### src/rtl/dsp48a1_slice.sv
// DSP48A1-style arithmetic slice: 18-bit pre-adder, 18x18 unsigned multiplier
// and 48-bit post-adder, each stage individually registered or bypassed.
module dsp48a1_slice #(
  parameter int unsigned A0REG       = 0,
  parameter int unsigned A1REG       = 1,
  parameter int unsigned B0REG       = 0,
  parameter int unsigned B1REG       = 1,
  parameter int unsigned CREG        = 1,
  parameter int unsigned DREG        = 1,
  parameter int unsigned MREG        = 1,
  parameter int unsigned PREG        = 1,
  parameter int unsigned CARRYINREG  = 1,
  parameter int unsigned CARRYOUTREG = 1,
  parameter int unsigned OPMODEREG   = 1,
  parameter string       CARRYINSEL  = "OPMODE5",
  parameter string       B_INPUT     = "DIRECT",
  parameter string       RSTTYPE     = "ASYNC"
) (
  input  logic [17:0] A,
  input  logic [17:0] B,
  input  logic [17:0] D,
  input  logic [47:0] C,
  input  logic        CLK,
  input  logic        CARRYIN,
  input  logic [7:0]  OPMODE,
  input  logic [17:0] BCIN,
  input  logic        RSTA,
  input  logic        RSTB,
  input  logic        RSTM,
  input  logic        RSTP,
  input  logic        RSTC,
  input  logic        RSTD,
  input  logic        RSTCARRYIN,
  input  logic        RSTOPMODE,
  input  logic        CEA,
  input  logic        CEB,
  input  logic        CEM,
  input  logic        CEP,
  input  logic        CEC,
  input  logic        CED,
  input  logic        CECARRYIN,
  input  logic        CEOPMODE,
  input  logic [47:0] PCIN,
  output logic [17:0] BCOUT,
  output logic [47:0] PCOUT,
  output logic [47:0] P,
  output logic [35:0] M,
  output logic        CARRYOUT,
  output logic        CARRYOUTF
);

  // Resets are always asynchronous; the reset-type parameter has no effect.
  if (RSTTYPE == "") begin : g_rsttype_ignored
  end

  logic [17:0] b_sel, b0, b0_r, a0, a0_r, a1, a1_r, d, d_r, pre, b1, b1_r;
  logic [47:0] c, c_r, x, z, p, p_r;
  logic [35:0] mult, m, m_r;
  logic [7:0]  opm, opm_r;
  logic        cyi_sel, cin, cyi_r, co_r;
  logic [48:0] post;

  assign b_sel = (B_INPUT == "DIRECT")  ? B    :
                 (B_INPUT == "CASCADE") ? BCIN : '0;

  always_ff @(posedge CLK or negedge RSTB) begin
    if (!RSTB) begin
      b0_r <= '0;
      b1_r <= '0;
    end else if (CEB) begin
      b0_r <= b_sel;
      b1_r <= pre;
    end
  end

  always_ff @(posedge CLK or negedge RSTA) begin
    if (!RSTA) begin
      a0_r <= '0;
      a1_r <= '0;
    end else if (CEA) begin
      a0_r <= A;
      a1_r <= a0;
    end
  end

  always_ff @(posedge CLK or negedge RSTC) begin
    if (!RSTC)    c_r <= '0;
    else if (CEC) c_r <= C;
  end

  always_ff @(posedge CLK or negedge RSTD) begin
    if (!RSTD)    d_r <= '0;
    else if (CED) d_r <= D;
  end

  always_ff @(posedge CLK or negedge RSTOPMODE) begin
    if (!RSTOPMODE)    opm_r <= '0;
    else if (CEOPMODE) opm_r <= OPMODE;
  end

  always_ff @(posedge CLK or negedge RSTM) begin
    if (!RSTM)    m_r <= '0;
    else if (CEM) m_r <= mult;
  end

  always_ff @(posedge CLK or negedge RSTCARRYIN) begin
    if (!RSTCARRYIN)    cyi_r <= 1'b0;
    else if (CECARRYIN) cyi_r <= cyi_sel;
  end

  always_ff @(posedge CLK or negedge RSTP) begin
    if (!RSTP) begin
      p_r  <= '0;
      co_r <= 1'b0;
    end else if (CEP) begin
      p_r  <= post[47:0];
      co_r <= post[48];
    end
  end

  assign b0  = (B0REG != 0)     ? b0_r  : b_sel;
  assign a0  = (A0REG != 0)     ? a0_r  : A;
  assign a1  = (A1REG != 0)     ? a1_r  : a0;
  assign c   = (CREG != 0)      ? c_r   : C;
  assign d   = (DREG != 0)      ? d_r   : D;
  assign opm = (OPMODEREG != 0) ? opm_r : OPMODE;

  assign pre  = opm[4] ? (opm[6] ? d - b0 : d + b0) : b0;
  assign b1   = (B1REG != 0) ? b1_r : pre;
  assign mult = 36'(a1) * 36'(b1);
  assign m    = (MREG != 0) ? m_r : mult;

  assign cyi_sel = (CARRYINSEL == "OPMODE5") ? opm[5]  :
                   (CARRYINSEL == "CARRYIN") ? CARRYIN : 1'b0;
  assign cin     = (CARRYINREG != 0) ? cyi_r : cyi_sel;

  always_comb begin
    x = '0;
    case (opm[1:0])
      2'd0: x = '0;
      2'd1: x = {12'd0, m};
      2'd2: x = p;
      2'd3: x = {d[11:0], a1, b1};
    endcase
    z = '0;
    case (opm[3:2])
      2'd0: z = '0;
      2'd1: z = PCIN;
      2'd2: z = p;
      2'd3: z = c;
    endcase
  end

  // 49-bit arithmetic: bit 48 is the carry on add and the borrow on subtract.
  assign post = opm[7] ? {1'b0, z} - ({1'b0, x} + 49'(cin))
                       : {1'b0, z} + {1'b0, x} + 49'(cin);

  assign p         = (PREG != 0) ? p_r : post[47:0];
  assign P         = p;
  assign PCOUT     = p;
  assign M         = m;
  assign BCOUT     = b1;
  assign CARRYOUT  = (CARRYOUTREG != 0) ? co_r : post[48];
  assign CARRYOUTF = CARRYOUT;

endmodule

### config.mk
export PLATFORM = sky130hd
export DESIGN_NAME = dsp48a1_slice
export DESIGN_NICKNAME = d
export VERILOG_FILES = /design/src/rtl/dsp48a1_slice.sv
export SDC_FILE = /design/constraint.sdc
export NUM_CORES = 2
export LEC_CHECK = 0
export ABC_AREA = 1
export BUFFER_PORTS_ARGS = -buffer_cell sky130_fd_sc_hd__buf_4
export CAP_MARGIN = 15
export CORE_MARGIN = 3
export CORE_UTILIZATION = 50
export CTS_BUF_LIST = sky130_fd_sc_hd__clkbuf_2
export DETAILED_ROUTE_END_ITERATION = 16
export MAX_ROUTING_LAYER = met4
export PLACE_DENSITY_LB_ADDON = 0.05
export RECOVER_POWER = 100
export SETUP_SLACK_MARGIN = 0.5
export SLEW_MARGIN = 20
export SYNTH_ARGS = -nofsm -noshare
export SYNTH_HDL_FRONTEND = slang
export SYNTH_SLANG_ARGS = --single-unit
### constraint.sdc
create_clock -name CLK -period 6.71 [get_ports CLK]
set_input_delay 1.0065 -clock CLK [delete_from_list [all_inputs] [get_ports CLK]]
set_output_delay 1.0065 -clock CLK [all_outputs]
set_load 0.02 [all_outputs]
After elaboration in Yosys (flattened, before gate mapping) --
Index checks and enable logic that the tools add are counted.
Storage, ports and cells: output and inout port bits 152, word-level logic and storage cells 29, flip-flop bits (word level) 196
Operators by class: multipliers 1, add/sub/neg operators 6, multiplexer cells 5, equal/unequal tests 6, reduce and logical (&&, ||, !) cells 2
Operator list (count):
- $pmux W48 S4 | 2
- $add A48 B1 Y49 | 1
- $add A48 B48 Y49 | 1
- $add A49 B1 Y49 | 1
- $mux W49 | 1
- $sub A48 B49 Y49 | 1
- $mul A18 B18 Y36 | 1
- $mux W18 | 2
- $add A18 B18 Y18 | 1
- $sub A18 B18 Y18 | 1
- $eq A2 B2 Y1 const B | 4
- $eq A2 B1 Y1 const B | 2
- $logic_not A2 Y1 | 2

Depth between registers and ports, before layout --
word-level depth 5, gate-level depth with buffers 28

Worst setup path after synthesis --
No wires, ideal clock.
path type register to register, start register b1_r[9] (netlist: BCOUT[9]), end register m_r[29] (netlist: M[29]), slack 0.969 ns, cell stages (with the launch flop) 24, clock period less this slack 5.741 ns, data arrival time 5.623 ns, library setup time 0.118 ns, data required time 6.592 ns, cells stage by stage dfrtp_1 clkbuf_1 clkbuf_1 nand2_1 fa_1 inv_1 fa_1 inv_1 fa_1 inv_1 fa_1 fa_1 inv_1 fa_1 inv_1 ha_1 a21o_1 a21oi_1 nor2_1 o21ai_0 o211ai_1 or2_2 nand3_1 nand2_1
Between the ends: longest elaborated chain between the ends 1
Ends and longest elaborated chain:
- start, declared | line 56 | logic [17:0] b_sel, b0, b0_r, a0, a0_r, a1, a1_r, d, d_r, pre, b1, b1_r;
- start signal, assigned | line 72 | b1_r <= pre;
- $mul A18 B18 Y36 | line 130 | assign mult = 36'(a1) * 36'(b1);
- end signal, assigned | line 103 | else if (CEM) m_r <= mult;
- end, declared | line 58 | logic [35:0] mult, m, m_r;
No other way between the ends. A chain may end at the register's enable or synchronous reset.

Worst setup path after layout --
start register a1_r[2] (netlist: a1[2]), end register m_r[21] (netlist: M[21])
Between the ends: longest elaborated chain between the ends 1
Ends and longest elaborated chain:
- start, declared | line 56
- start signal, assigned | line 79 | a1_r <= '0;
- start signal, assigned | line 82 | a1_r <= a0;
- $mul A18 B18 Y36 | line 130
No other way between the ends.

==> qor.txt <==
Status: complete, but fails checks
Failing checks: max-capacitance violations, max-slew violations
Skew final: 0.0852 ns
Final worst path period share: 94.1%
Final Critical Period: 6.32 ns
First-pass GRT wire length: 186 mm
Total GRT Usage: 40.6%
Final Hold Fails: 0
Upper clock frequency limit: 158 MHz
Synthesized area: 30600 um^2
Startpoint Class: register
Cell chain of the critical path: clkbuf_1 > nand2_1 > fa_1 > inv_1 > ha_1 > inv_1 > fa_1 > inv_1 > ha_1 > fa_1 > inv_1 > fa_1 > inv_1 > ha_1 > a21oi_1 > o21ai_0 > a21oi_1 > clkbuf_1 > o21ai_2 > a21oi_1 > xor2_1 > o21ai_0
Port Buffers: 326
Max FO, Critical Path: 13
Routed vias: 31500
Critical Path Max Stage Delay: 0.64 ns
DP Area: 33500 um^2
Drt total wl: 128 mm
Worst setup EP type: register
Share of cells above drive strength 1: 6.73%
Initial antenna violation count: 3
Final setup viols: 0
Setup bufs post-CTS: 0
Req. time, crit path: 7.74 ns
Final net count: 5629
Warnings, synthesis: 0
Initial Util: 50.6%
Clock Tree Root: clkbuf_2
RSZ-0062 raised after global routing: yes
DR vias/cell: 5.53
Slew @ Worst Pin: 4.25 ns
P&R area growth vs syn: 11.4%
Die span in y: 253 um
EDFF count, synth: 0
Row Count: 90
DRT Pass-1 Iters: 6
Hpwl dp: 106 mm
Setup TNS: 0 ns
TritonCTS clock tree: built
GP Congestion: 1.05
Slowest-stage cell, CP: dfrtp_1
Worst-path clk slew: 0.37 ns
Syn_area_per_cell: 6.63 um^2
Drc violations: 0
Number of buffers created by CTS: 17
Starting DRT DRC Count: 3497
Slew Limit Fails: 277
Synth Net Count: 5340
Avg WL per Cell: 22.4 um
Die Wd: 253 um
Top cell by count, worst path: inv_1
Vias in the first global route: 29700
Post-Synthesis Cells: 4618
Clock Sinks: 196
Placed insts: 5580
Post-DRT Antenna Nets: 0
Total grt overflow: 0
Data arrival, critical path: 7.34 ns
Flops & latches, synth: 196
Htree depth: 4
Core area: 60500 um^2
Design Area, Final: 34100 um^2
Sequential share of the synthesized area: 16.0%
Max-slew headroom: -183%
I/O pins: 346
Cell family with most CP delay: adder cells
Ys flop type: dfrtp_1
Die area: 64300 um^2
CTS max path bufs: 2
Worst skew pair latency: 1.19 ns
Largest net degree at the start of global routing: 70
Class of the worst hold path: primary input to register
Non-filler cells, final: 5705
CP Class: register to register
Yosys cell types: 51
Post-synthesis async set-or-reset flop share: 100%
Hold_ws: 0.107 ns
CP Buf/Inv Count: 7
Max_cap viols: 6
## synth_stat cells, types with 28 or more instances
library cell	number	area, um^2
nand4_1	38	238
o21ai_1	32	160
fa_1	261	5230
inv_1	1081	4060
dfrtp_1	196	4900
nand3_1	181	906
o221ai_1	32	280
o21bai_1	30	225
a21oi_1	238	1190
mux2_2	34	383
clkbuf_1	120	450
xor2_1	40	350
a21o_1	28	210
ha_1	267	3340
o22ai_1	30	188
nor2_1	246	923
buf_4	49	368
nand2_1	1292	4850
o21ai_0	235	1180
## cell families after synthesis
family                     count (synthesis)  share of synthesized area (%)
xor gates and xnor gates                  57                           1.63
buffers and inverters                   1295                           16.5
and+or+nand+nor                         1836                           24.2
adders and majority gates                528                           28.0
AOI/OAI and AO/OA                        672                           12.4
DFF                                      196                           16.0
muxes                                     34                           1.25
## per-layer routing
| metal | track usage, % | part of all wire, % | up-vias | wire, um |
|---|---|---|---|---|
| li1 | - | - | 14600 | - |
| met1 | 56.6 | 43 | 15000 | 54500 |
| met2 | 57.5 | 42 | 1692 | 53500 |
| met3 | 10.6 | 12 | 177 | 15400 |
| met4 | 12.7 | 3.3 | 0 | 4280 |
| met5 | - | 0 | - | 0 |
## final cells by class
cell class                 instances  area (um^2)
clock buffer                      17         85.1
fill                            6269        26300
inverter                        1098         4120
timing repair buffer             467         3150
tap                              782          978
multi-input combinational       3127        20700
clock inverter                    15          211
sequential                       196         4910
antenna                            3         7.51
## layout by cell type, fill, tap and decap left out, types with 25 or more instances in the layout
cell	synthesis	layout
nand2_1	1292	1297
ha_1	267	267
fa_1	261	261
nand3_1	181	181
o21ai_1	32	25
dfrtp_1	196	195
o22ai_1	30	30
nor2_1	246	245
buf_4	49	214
clkbuf_1	120	157
inv_1	1081	1084
mux2_2	34	34
xor2_1	40	40
nor3_1	27	27
o21ai_0	235	242
o21bai_1	30	31
dlygate4sd3_1	0	90
a21oi_1	238	238
a21o_1	28	28
nand4_1	38	38
o221ai_1	32	32
## registers in the layout (all words and copies together), names as in the netlist
signal and count:
BCOUT 18, CARRYOUT 1, M 36, P 48, a1 18, c 48, cin 1, d 18
opm 8
## metrics by stage
| stage | util [%] | worst slack, ns |
|---|---|---|
| after floorplan | - | 0.969 |
| after global placement | 55.4 | 0.664 |
| after detailed placement | 55.4 | 0.579 |
| after CTS | 57.4 | 0.519 |
| after global routing | 56.4 | 0.224 |
| final | 56.4 | 0.393 |
## worst paths after layout
| check | from | end | slack, ns | cells after the start |
|---|---|---|---|---|
| min reg2reg | c[24]$_DFFE_PN0P_ | c[24]$_DFFE_PN0P_ | 0.54 | 2 |
| max | a1[2]$_DFFE_PN0P_ | M[21]$_DFFE_PN0P_ | 0.39 | 22 |
| min | C[2] | c[2]$_DFFE_PN0P_ | 0.11 | 2 |
| min in group asynchronous | RSTOPMODE | opm[5]$_DFFE_PN0P_ | 0.26 | 2 |
| max in group asynchronous | RSTP | P[28]$_DFFE_PN0P_ | 2.92 | 2 |
| max reg2reg | a1[2]$_DFFE_PN0P_ | M[21]$_DFFE_PN0P_ | 0.39 | 22 |
## repair_timing
item / in CTS / in global routing
hold buffers: 90 / 0
hold endpoints to repair: 277 / 0
endpoints found under the setup margin: 0 / 15
gates resized for setup: 0 / 28
Power is not shown: default switching activity piles up to over one toggle a cycle in this logic, so the estimate is an artifact.
